===== config.mk =====
export PLATFORM = sky130hd
export DESIGN_NAME = exec_wb_stage
export DESIGN_NICKNAME = d
export VERILOG_FILES = /design/src/rtl/exec_wb_stage.sv
export SDC_FILE = /design/constraint.sdc
export NUM_CORES = 1
export LEC_CHECK = 0
export ABC_CLOCK_PERIOD_IN_PS = 3740
export BUFFER_PORTS_ARGS = -buffer_cell sky130_fd_sc_hd__buf_2
export CAP_MARGIN = 5
export CORE_UTILIZATION = 54
export CTS_BUF_LIST = sky130_fd_sc_hd__clkbuf_16
export CTS_CLUSTER_SIZE = 28
export DETAILED_ROUTE_END_ITERATION = 12
export HOLD_SLACK_MARGIN = 0.03
export PLACE_DENSITY = 0.82
export SLEW_MARGIN = 10
export SYNTH_ARGS = -nofsm -noshare
export SYNTH_HDL_FRONTEND = slang
export SYNTH_SLANG_ARGS = --single-unit

===== constraint.sdc =====
create_clock -name clk -period 3.74 [get_ports clk]
set_input_delay 0.374 -clock clk [delete_from_list [all_inputs] [get_ports clk]]
set_output_delay 0.374 -clock clk [all_outputs]
set_load 0.02 [all_outputs]

===== src/rtl/exec_wb_stage.sv =====
// Execute/writeback stage: 16-bit ALU plus iterative shifter, with EX/WB operand forwarding.
// Single-cycle ops write back 2 cycles after accept; a shift by n adds n cycles and holds instrReady low meanwhile.
module exec_wb_stage (
    input  logic        clk,
    input  logic        reset,
    input  logic        instrValid,
    output logic        instrReady,
    input  logic [2:0]  op,
    input  logic [2:0]  rd,
    input  logic [2:0]  rs1,
    input  logic [2:0]  rs2,
    input  logic [15:0] imm,
    output logic [2:0]  rdAddrA,
    input  logic [15:0] rdDataA,
    output logic [2:0]  rdAddrB,
    input  logic [15:0] rdDataB,
    output logic        write,
    output logic [2:0]  wrAddr,
    output logic [15:0] wrData,
    output logic        busy
);
    typedef enum logic [1:0] {IDLE, EXEC, SHIFT} state_t;

    localparam logic [2:0] OP_ADD = 3'd0, OP_SUB = 3'd1, OP_AND = 3'd2, OP_OR  = 3'd3;
    localparam logic [2:0] OP_XOR = 3'd4, OP_MOV = 3'd5, OP_SHL = 3'd6, OP_SHR = 3'd7;

    state_t      state_q, state_d;
    logic [2:0]  ex_op_q, ex_op_d, ex_rd_q, ex_rd_d;
    logic [15:0] ex_a_q, ex_a_d, ex_b_q, ex_b_d, ex_imm_q, ex_imm_d;
    logic [15:0] acc_q, acc_d;
    logic [3:0]  count_q, count_d;
    logic        wb_valid_q, wb_valid_d;
    logic [2:0]  wb_rd_q, wb_rd_d;
    logic [15:0] wb_data_q, wb_data_d;

    logic        ex_valid, ex_done, accept, in_shift;
    logic [15:0] opa, opb, ex_result;

    assign rdAddrA    = rs1;
    assign rdAddrB    = rs2;
    assign ex_valid   = (state_q != IDLE);
    assign ex_done    = (state_q == EXEC);
    assign instrReady = (state_q != SHIFT);
    assign accept     = instrValid && instrReady;
    assign in_shift   = (op == OP_SHL) || (op == OP_SHR);
    assign write      = wb_valid_q;
    assign wrAddr     = wb_rd_q;
    assign wrData     = wb_data_q;
    assign busy       = ex_valid || wb_valid_q;

    // Youngest producer wins: finished EX result, then the WB slot, then the regfile.
    always_comb begin
        opa = rdDataA;
        if (ex_done && ex_rd_q == rs1)         opa = ex_result;
        else if (wb_valid_q && wb_rd_q == rs1) opa = wb_data_q;
        opb = rdDataB;
        if (ex_done && ex_rd_q == rs2)         opb = ex_result;
        else if (wb_valid_q && wb_rd_q == rs2) opb = wb_data_q;
    end

    always_comb begin
        case (ex_op_q)
            OP_ADD:  ex_result = ex_a_q + ex_b_q;
            OP_SUB:  ex_result = ex_a_q - ex_b_q;
            OP_AND:  ex_result = ex_a_q & ex_b_q;
            OP_OR:   ex_result = ex_a_q | ex_b_q;
            OP_XOR:  ex_result = ex_a_q ^ ex_b_q;
            OP_MOV:  ex_result = ex_imm_q;
            default: ex_result = acc_q;
        endcase
    end

    always_comb begin
        state_d    = state_q;
        ex_op_d    = ex_op_q;
        ex_rd_d    = ex_rd_q;
        ex_a_d     = ex_a_q;
        ex_b_d     = ex_b_q;
        ex_imm_d   = ex_imm_q;
        acc_d      = acc_q;
        count_d    = count_q;
        wb_valid_d = 1'b0;
        wb_rd_d    = wb_rd_q;
        wb_data_d  = wb_data_q;
        case (state_q)
            SHIFT: begin
                acc_d   = (ex_op_q == OP_SHL) ? (acc_q << 1) : (acc_q >> 1);
                count_d = count_q - 4'd1;
                if (count_q == 4'd1) state_d = EXEC;
            end
            EXEC: begin
                wb_valid_d = 1'b1;
                wb_rd_d    = ex_rd_q;
                wb_data_d  = ex_result;
                state_d    = IDLE;
            end
            default: state_d = IDLE;
        endcase
        // Never taken in SHIFT, so it cannot collide with the shift update above.
        if (accept) begin
            ex_op_d  = op;
            ex_rd_d  = rd;
            ex_a_d   = opa;
            ex_b_d   = opb;
            ex_imm_d = imm;
            acc_d    = opa;
            count_d  = in_shift ? opb[3:0] : 4'd0;
            state_d  = (in_shift && opb[3:0] != 4'd0) ? SHIFT : EXEC;
        end
    end

    always_ff @(posedge clk or posedge reset) begin
        if (reset) begin
            state_q    <= IDLE;
            ex_op_q    <= 3'd0;
            ex_rd_q    <= 3'd0;
            ex_a_q     <= 16'd0;
            ex_b_q     <= 16'd0;
            ex_imm_q   <= 16'd0;
            acc_q      <= 16'd0;
            count_q    <= 4'd0;
            wb_valid_q <= 1'b0;
            wb_rd_q    <= 3'd0;
            wb_data_q  <= 16'd0;
        end else begin
            state_q    <= state_d;
            ex_op_q    <= ex_op_d;
            ex_rd_q    <= ex_rd_d;
            ex_a_q     <= ex_a_d;
            ex_b_q     <= ex_b_d;
            ex_imm_q   <= ex_imm_d;
            acc_q      <= acc_d;
            count_q    <= count_d;
            wb_valid_q <= wb_valid_d;
            wb_rd_q    <= wb_rd_d;
            wb_data_q  <= wb_data_d;
        end
    end
endmodule


Word-level counts from Yosys, hierarchy flattened

Index checks and enable logic that the tools add are counted.

Flip-flop bits (word level): 96
Output and inout port bits: 28
Logic and storage cells: 62

$add $sub $neg: 3
Equal/unequal tests: 17
Muxes and demuxes: 16
Bitwise gates (word level): 3
Reductions and logical operators: 12

Operator list:

| kind                                                                   | count |
|---|---|
| 16-bit two-way mux                                                     | 7 |
| 16-bit one-hot mux with 6 select lines                                 | 1 |
| 16-bit adder                                                           | 1 |
| 16-bit AND                                                             | 1 |
| 16-bit bitwise OR                                                      | 1 |
| 16-bit subtractor                                                      | 1 |
| 16-bit bitwise XOR                                                     | 1 |
| 3-bit equality test (second input constant)                            | 5 |
| 3-bit equality test                                                    | 4 |
| 4-bit two-way mux                                                      | 3 |
| 2-bit two-way mux                                                      | 4 |
| 3-bit by 2-bit equality test with 1-bit output (second input constant) | 2 |
| 1-bit logical AND                                                      | 6 |
| 4-bit by 1-bit equality test with 1-bit output (second input constant) | 1 |
| 2-bit nonzero test                                                     | 2 |
| 4-bit nonzero test                                                     | 1 |
| 4-bit by 1-bit subtractor with 4-bit output (second input constant)    | 1 |
| 3-bit by 1-bit equality test with 1-bit output (second input constant) | 1 |
| 3-bit logical NOT                                                      | 1 |
| 3-bit != test (second input constant)                                  | 1 |
| 2-bit by 1-bit equality test with 1-bit output (second input constant) | 1 |
| 2-bit equality test (second input constant)                            | 1 |
| 1-bit logical OR                                                       | 2 |
| 2-bit != test (second input constant)                                  | 1 |
| 1-bit two-way mux                                                      | 1 |

Depth between registers and ports, before layout

Gate-level depths: netlist of run 1.

Word-level depth: 8
Depth in mapped cells: 15
Mapped depth without buffers: 13

Least setup slack after synthesis of run 1

No wires, ideal clock.

Path type: reg2reg
Start: reg ex_b_q[2]
End: reg ex_b_q[15]
Setup time: 0.091 ns
Data arrival time: 3.721 ns
Data required time: 3.649 ns
Path slack: -0.071 ns
Cell stages (with the launch flop): 14
Buffers on the path: 1
Cell sequence: dfrtp_1 > or4_4 > or4_4 > o21ai_0 > xnor2_1 > ha_1 > clkbuf_1 > and4_1 > nand3_1 > a211oi_1 > or4_1 > nand4_2 > or3_2 > o221ai_1

Word-level cells in the longest chain between the ends: 3
Elaborated cells on any way between the ends: 4
Classes of those cells: 2 x add/sub; 2 x mux

RTL lines:

| item                                              | RTL line | RTL |
|---|---|---|
| from (decl)                                       | 29       | `logic [15:0] ex_a_q, ex_a_d, ex_b_q, ex_b_d, ex_imm_q, ex_imm_d;` |
| from (signal assigned)                            | 118      | `ex_b_q <= 16'd0;` |
| from (signal assigned)                            | 130      | `ex_b_q <= ex_b_d;` |
| 16-bit subtractor or 16-bit adder (tied branches) | 64, 63   |  |
| 16-bit one-hot mux with 6 select lines (*)        | 62       | `case (ex_op_q)` |
| 16-bit two-way mux (*)                            | 57       | `if (ex_done && ex_rd_q == rs2) opb = ex_result;` |

Every way passes the cells marked *; elsewhere a longest branch is shown, timed or not.
A chain may end at the register's enable or synchronous reset.

Final worst setup path of run 1

Start: reg ex_b_q[7]
End: reg ex_b_q[15]

The elaborated chain is that of the path after synthesis.

==> load_flow_metrics.sql, run 1 <==
INSERT INTO impl_metrics (metric_group, metric, value, unit) VALUES
('power_and_ir_drop', 'p_int', '3.62', 'mW'),
('worst_setup_path', 'start_kind', 'flop', ''),
('worst_setup_path', 'cp.buffers_inverters', '3', ''),
('worst_setup_path', 'rr_startpoint', 'ex_b_q[7]', ''),
('timing', 'unrepaired_setup_endpoints_after_global_routing', 'true', ''),
('clock_tree', 'cts_max_path_buffers', '2', ''),
('timing', 'maxSlewHeadroom', '21.5', '%'),
('final_layout', 'multiInputGateArea', '4380', 'um^2'),
('timing', 'maxClockFrequency', '0.261', 'GHz'),
('synth', 'synth_flop_cell', 'sky130_fd_sc_hd__dfrtp_1', ''),
('global_routing', 'grt_pass1_vias', '6624', ''),
('synth', 'post_synth_and_or_nand_nor_area_fraction', '17.6', '%'),
('synth', 'synth_common_cells', 'sky130_fd_sc_hd__nand2_1 (169), sky130_fd_sc_hd__dfrtp_1 (96), sky130_fd_sc_hd__o21ai_0 (74), sky130_fd_sc_hd__a21oi_1 (53), sky130_fd_sc_hd__inv_1 (52)', ''),
('global_routing', 'grt_overflow', '0', ''),
('synth', 'synthCells', '865', ''),
('place', 'placement.io_buffers', '90', ''),
('synth', 'synth_enable_flop_cells', '0', ''),
('timing', 'timing.final.ws_setup', '-88.0', 'ps'),
('synth', 'post_synthesis_instance_area', '7130', 'um^2'),
('worst_setup_path', 'cpPeakStageDelay', '530', 'ps'),
('outcome', 'outcome', 'finished, violations left', ''),
('synth', 'synth_cell_types', '66', ''),
('synth', 'post_synth.cell_area_avg', '8.24', 'um^2'),
('final_layout', 'regArea', '2400', 'um^2'),
('die', 'die_w', '117', 'um'),
('outcome', 'failed_checks', 'negative setup slack', ''),
('synth', 'synth_compound_gate_area_share', '23.0', '%'),
('power_and_ir_drop', 'clkPwrFrac', '12.7', '%'),
('clock_tree', 'clkSlewWorstSetupHoldPaths', '70', 'ps'),
('timing', 'tns', '-147', 'ps'),
('worst_setup_path', 'critical_path.startpoint', 'ex_b_q[7]', ''),
('timing', 'post-route-period-util', '102', '%'),
('synth', 'synth.yosys.seq_area_share', '33.7', '%'),
('power_and_ir_drop', 'power_switching', '3.40', 'mW'),
('timing', 'clock-skew-final', '7.46', 'ps'),
('routing', 'routed_wirelength', '21800', 'um'),
('timing', 'tmin_final', '3830', 'ps'),
('synth', 'yosys-mux-area-fraction', '6.20', '%'),
('global_routing', 'met1_usage', '44.6', '%'),
('clock_tree', 'worstSkewPairLatency', '360', 'ps'),
('synth', 'netlist.area_leader.share', '33.7', '%'),
('synth', 'yosys_warnings', '0', ''),
('synth', 'dominant_combinational_cell_family_by_area_after_synthesis', 'compound AO/OA/AOI/OAI gates', ''),
('final_layout', 'net_count_of_the_finished_layout', '1081', ''),
('worst_setup_path', 'cp_cell_sequence', 'or4_4 > or4_4 > buf_6 > o21ai_4 > xnor2_2 > ha_1 > and4_1 > nand3_2 > a211oi_4 > buf_4 > o211ai_1 > nand4_4 > buf_6 > or3_2 > o221ai_1', ''),
('power_and_ir_drop', 'cellPowerDensity', '841', 'nW/um^2'),
('timing', 'slew_violations', '0', ''),
('die', 'die-area', '13700', 'um^2'),
('routing', 'avgViaCountPerCell', '6.14', ''),
('clock_tree', 'cts_root_buf', 'sky130_fd_sc_hd__clkbuf_16', ''),
('final_layout', 'final_cell_area', '8350', 'um^2'),
('synth', 'synth-adder-area-share', '9.06', '%'),
('die', 'ioPinCount', '91', ''),
('global_routing', 'grt_start_max_net_pins', '72', ''),
('routing', 'drt_pre_antenna_iters', '5', ''),
('final_layout', 'layout.filler_cells', '1073', ''),
('power_and_ir_drop', 'power.share.switching', '48.5', '%'),
('worst_setup_path', 'timing.setup.critical_path_class', 'reg -> reg', ''),
('global_routing', 'groute.layer.met3.usage', '7.83', '%'),
('power_and_ir_drop', 'power.leakage', '4.13', 'nW'),
('global_routing', 'gr-usage-met2', '52.0', '%'),
('global_routing', 'grt_pass1_wl', '34600', 'um'),
('worst_setup_path', 'cp-end-kind', 'flop', ''),
('final_layout', 'insertedDiodeCount', '0', ''),
('clock_tree', 'cts-htree-levels', '3', ''),
('synth', 'synth-seq-cells', '96', ''),
('synth', 'synth-xor-area-share', '3.56', '%'),
('timing', 'setup_violations', '3', ''),
('routing', 'remaining_drc_errors', '0', ''),
('die', 'start_util', '56.0', '%'),
('synth', 'synthDominantAreaCellType', 'sky130_fd_sc_hd__dfrtp_1', '');
layout by cell type (no fill, tap or decap), types with 6 or more instances in the layout:
cell type                   synthesis  layout
sky130_fd_sc_hd__nor3_1             8       8
sky130_fd_sc_hd__dfrtp_1           96      96
sky130_fd_sc_hd__nand3_1           15      14
sky130_fd_sc_hd__clkbuf_16          0       9
sky130_fd_sc_hd__o21ai_0           74      65
sky130_fd_sc_hd__buf_4              6      51
sky130_fd_sc_hd__a21oi_1           53      53
sky130_fd_sc_hd__xnor2_1           22      21
sky130_fd_sc_hd__buf_2              0      90
sky130_fd_sc_hd__a31oi_1           15      15
sky130_fd_sc_hd__a21o_1            17      17
sky130_fd_sc_hd__nor2b_1            7       7
sky130_fd_sc_hd__nand2_1          169     167
sky130_fd_sc_hd__a211oi_1          12      11
sky130_fd_sc_hd__xor2_1             7       7
sky130_fd_sc_hd__ha_1              50      50
sky130_fd_sc_hd__a221oi_1          18      18
sky130_fd_sc_hd__nor2_1            46      45
sky130_fd_sc_hd__inv_1             52      51
sky130_fd_sc_hd__mux2i_1           25      25
sky130_fd_sc_hd__nand2b_1          10      10
sky130_fd_sc_hd__nand4_1            6       6
sky130_fd_sc_hd__mux2_2            17      17
sky130_fd_sc_hd__a211o_1            7       7
path summary, 6_finish.rpt:
check	slack [ps]	depth (start not counted)	end
worst min register to register	480	2	ex_imm_q[2]
max in group asynchronous	2630	3	ex_a_q[13]
min in group clk	210	3	ex_imm_q[9]
worst min-delay path	190	2	state_q[0]
worst max register to register	-90	15	ex_b_q[15]
worst max-delay path	-90	15	ex_b_q[15]
worst register-to-register path, delay by kind of cell (launching register included):
kind	cells	cell delay, ps
buf+inv	3	440
xor+xnor	1	140
flops	1	400
simple gates	6	1980
compound gates	4	520
fa+ha+maj	1	260
state kept, by name, summed over array words and instances (netlist names):
| register | cells |
|---|---|
| count_q | 4 |
| ex_a_q | 16 |
| acc_q | 16 |
| ex_b_q | 16 |
| ex_rd_q | 3 |
| ex_op_q | 3 |
| ex_imm_q | 16 |
| wrData | 16 |
| wrAddr | 3 |
| state_q | 2 |
| write | 1 |
power groups by stage:
stage | sequential (mW) | combinational [mW] | clock [mW]
3_3_place_gp | 1.83 | 3.85 | 0
3_5_place_dp | 1.85 | 3.95 | 0
5_1_grt | 1.91 | 4.62 | 0.929
2_1_floorplan | 1.85 | 2.50 | 0
6_report | 1.88 | 4.26 | 0.890
4_1_cts | 1.85 | 4.01 | 0.890
cell type report:
| cell class | instances | share of cell area, % |
|---|---|---|
| inverters | 54 | 2.46 |
| clock inverters | 7 | 0.554 |
| well taps | 172 | 2.58 |
| clock buffers | 9 | 2.70 |
| multi-input cells | 661 | 52.4 |
| repair buffers | 145 | 10.5 |
| flip-flops and latches | 96 | 28.8 |
layer usage:
metal	wire [um]	share of wire [%]
met1	9030	41
met2	9850	45
met3	2280	10
met4	661	3.0
met5	0	0
repair_timing:
item                                    in CTS  in global routing
pin swaps                                    7                  6
endpoints found under the setup margin      10                 21
setup buffers                                1                  1
hold buffers                                 0                  0
gates cloned                                 0                  0
gates resized for setup                     10                 24
through the flow:
step	hold WS, ps	util [%]	setup slack, ps	instances
floorplan	440	-	6.30	865
global placement	460	62.4	-74.0	1126
detailed placement	463	62.4	-121	1126
CTS	203	64.9	-12.9	1143
global route	221	65.6	-199	1144
finish	194	65.6	-88.0	1144
logic make-up after synthesis:
group | count (synthesis)
xor+xnor | 29
compound gates | 252
buf+inv | 108
simple gates | 287
flops | 96
fa+ha+maj | 51
mux | 42
Note: power is estimated with default switching activity, not from simulation.
==> run 2, diff against run 1 <==
Settings changed: CELL_PAD_IN_SITES_DETAIL_PLACEMENT from default to 1, CELL_PAD_IN_SITES_GLOBAL_PLACEMENT from default to 2, CORE_UTILIZATION 54 to 32, PLACE_DENSITY 0.82 to 0.81.
==> load_flow_metrics.sql, run 2 (same netlist as run 1, synthesis figures left out) <==
INSERT INTO impl_metrics (metric_group, metric, value, unit) VALUES
('outcome', 'outcome', 'finished, violations left', ''),
('outcome', 'failed_checks', 'negative setup slack', ''),
('worst_setup_path', 'timing.setup.critical_path_class', 'reg -> reg', ''),
('die', 'die-area', '22900', 'um^2'),
('routing', 'avgViaCountPerCell', '5.45', ''),
('timing', 'setup_violations', '3', ''),
('place', 'gp_congestion', '0.860', ''),
('power_and_ir_drop', 'power.leakage', '4.20', 'nW'),
('global_routing', 'grt_overflow', '0', ''),
('routing', 'residual_antenna_violating_net_count_after_detailed_routing', '0', ''),
('final_layout', 'final_cell_area', '8620', 'um^2'),
('place', 'detailedPlacementHpwl', '19400', 'um'),
('routing', 'routed_wirelength', '25600', 'um'),
('power_and_ir_drop', 'cellPowerDensity', '843', 'nW/um^2'),
('timing', 'slew_violations', '0', ''),
('worst_setup_path', 'worstReg2RegEnd', 'ex_b_q[15]', ''),
('die', 'rows', '54', ''),
('worst_setup_path', 'worst-r2r-cell-count', '14', ''),
('clock_tree', 'clock_sinks', '96', ''),
('worst_setup_path', 'r2r_slack', '-10', 'ps'),
('die', 'floorplan.die.height', '151', 'um'),
('worst_setup_path', 'rr_startpoint', 'ex_b_q[4]', ''),
('place', 'placement.io_buffers', '90', ''),
('timing', 'tns', '-30.4', 'ps'),
('clock_tree', 'cts_buffers', '9', ''),
('clock_tree', 'cts_hold_buf', '0', ''),
('flow_run', 'number_of_maximum_capacitance_constraint_violations', '0', ''),
('final_layout', 'post_route_cells_drive_above_1_share', '22.4', '%'),
('timing', 'post-route-period-util', '100', '%'),
('timing', 'worstMarginPinSlew', '740', 'ps'),
('routing', 'detail_route.wl_per_cell', '20.2', 'um'),
('hold_path', 'hp-class', 'in -> async', ''),
('worst_setup_path', 'critical_path.startpoint', 'ex_b_q[4]', ''),
('routing', 'route.vias.total', '6898', ''),
('die', 'die_w', '151', 'um'),
('clock_tree', 'clkSlewWorstSetupHoldPaths', '80', 'ps'),
('routing', 'drt_pre_antenna_iters', '4', ''),
('global_routing', 'grt_start_max_net_pins', '57', ''),
('timing', 'timing.final.ws_setup', '-13.7', 'ps'),
('final_layout', 'multiInputGateArea', '4380', 'um^2'),
('final_layout', 'insertedDiodeCount', '0', ''),
('die', 'core_area', '21800', 'um^2'),
('clock_tree', 'worstSkewPairLatency', '360', 'ps'),
('worst_setup_path', 'cp-end-kind', 'flop', ''),
('final_layout', 'regArea', '2400', 'um^2'),
('routing', 'drt-initial-drc-count', '314', ''),
('timing', 'maxSlewHeadroom', '50.7', '%'),
('die', 'start_util', '32.7', '%'),
('timing', 'tmin_final', '3750', 'ps'),
('global_routing', 'grt_util_all_layers', '23.2', '%'),
('timing', 'unrepaired_setup_endpoints_after_global_routing', 'true', ''),
('clock_tree', 'cts-htree-levels', '3', ''),
('worst_setup_path', 'worstPathRequired', '4020', 'ps'),
('global_routing', 'grt_pass1_vias', '7003', ''),
('global_routing', 'antenna_found_initial', '0', ''),
('die', 'ioPinCount', '91', ''),
('clock_tree', 'cts_root_buf', 'sky130_fd_sc_hd__clkbuf_16', ''),
('final_layout', 'area_growth_syn_to_layout', '21.0', '%'),
('worst_setup_path', 'worst-path-max-fanout', '3', ''),
('timing', 'final_hold_viol_count', '0', ''),
('power_and_ir_drop', 'peakVddDrop', '0.302', 'mV'),
('clock_tree', 'cts_tree', 'done', ''),
('routing', 'remaining_drc_errors', '0', ''),
('final_layout', 'layout.filler_cells', '2660', ''),
('timing', 'maxClockFrequency', '0.266', 'GHz'),
('final_layout', 'net_count_of_the_finished_layout', '1095', ''),
('worst_setup_path', 'worstPathArrival', '4030', 'ps'),
('final_layout', 'most-common-layout-cells', 'sky130_fd_sc_hd__nand2_1 (168), sky130_fd_sc_hd__dfrtp_1 (96), sky130_fd_sc_hd__buf_2 (90)', ''),
('clock_tree', 'cts_max_path_buffers', '2', ''),
('place', 'placedInstanceArea', '8170', 'um^2'),
('worst_setup_path', 'timing.critical_path.to', 'ex_b_q[15]', ''),
('global_routing', 'grt_pass1_wl', '40400', 'um'),
('final_layout', 'layout.cells.most_common', 'sky130_fd_sc_hd__nand2_1', ''),
('timing', 'clock-skew-final', '11.9', 'ps'),
('worst_setup_path', 'start_kind', 'flop', '');
run 2: cell count changes in the layout (fill, tap and decap cells not counted), sizes merged:
cell	before	now
buf	145	159
clkinv	7	5
bufinv	0	1
inv	54	55
run 2: power by group:
group          switching (mW)  leakage (nW)  total, mW  internal, mW
clock network           0.481         0.153       1.01         0.534
logic                    2.57          2.88       4.39          1.82
registers               0.457          1.17       1.87          1.41
run 2: what timing repair did:
item	4_1_cts	5_1_grt
setup endpoints to repair	9	13
resized for setup	7	18
pin swaps	4	15
buffers inserted	1	2
run 2: worst min-delay path by stage:
stage	from	end	slack, ps	cells past startpoint
final	reset	wrData[0]	120	2
after global routing	reset	wrData[0]	200	2
after CTS	reset	wrData[3]	170	2
after detailed placement	ex_imm_q[13]	ex_imm_q[13]	470	2
after global placement	ex_imm_q[14]	ex_imm_q[14]	460	2
after floorplan	ex_imm_q[14]	ex_imm_q[14]	440	2
run 2: critical path: stages, from the launching register on:
cell and delay, ps:
sky130_fd_sc_hd__dfrtp_1 380, sky130_fd_sc_hd__or4_4 550, sky130_fd_sc_hd__or4_4 530, sky130_fd_sc_hd__o41ai_4 320
sky130_fd_sc_hd__xnor2_1 160, sky130_fd_sc_hd__ha_1 270, sky130_fd_sc_hd__and4_4 170, sky130_fd_sc_hd__nand3_4 80
sky130_fd_sc_hd__a211oi_4 50, sky130_fd_sc_hd__buf_4 170, sky130_fd_sc_hd__o211ai_1 260, sky130_fd_sc_hd__nand4_4 170
sky130_fd_sc_hd__buf_6 150, sky130_fd_sc_hd__or3_4 350, sky130_fd_sc_hd__o221ai_2 60
run 2: routing by layer:
metal  up-vias  routed length [um]  global-route usage [%]
li1       3288                   -                       -
met1      3426               12400                    33.0
met2       159               11700                    36.3
met3        25                1130                    3.10
met4         0                 379                    6.45
met5         -                   0                       0
run 2: cell type report:
cell class / instances / area share, %
multi-input combinational: 661 / 50.8
clock buffer: 9 / 2.61
inverter: 54 / 2.38
clock inverter: 7 / 0.987
tap: 280 / 4.06
sequential: 96 / 27.9
timing repair buffer: 159 / 11.3
run 2: per-stage QoR:
step | hold slack [ps] | total power, mW | cells | setup WS, ps | utilization [%]
floorplan | 440 | 4.35 | 865 | 6.30 | -
global placement | 462 | 5.93 | 1247 | -107 | 37.4
CTS | 167 | 7.12 | 1264 | -29.0 | 39.1
finish | 125 | 7.27 | 1266 | -13.7 | 39.5
global route | 199 | 7.81 | 1266 | -135 | 39.5
detailed placement | 467 | 6.02 | 1247 | -191 | 37.4
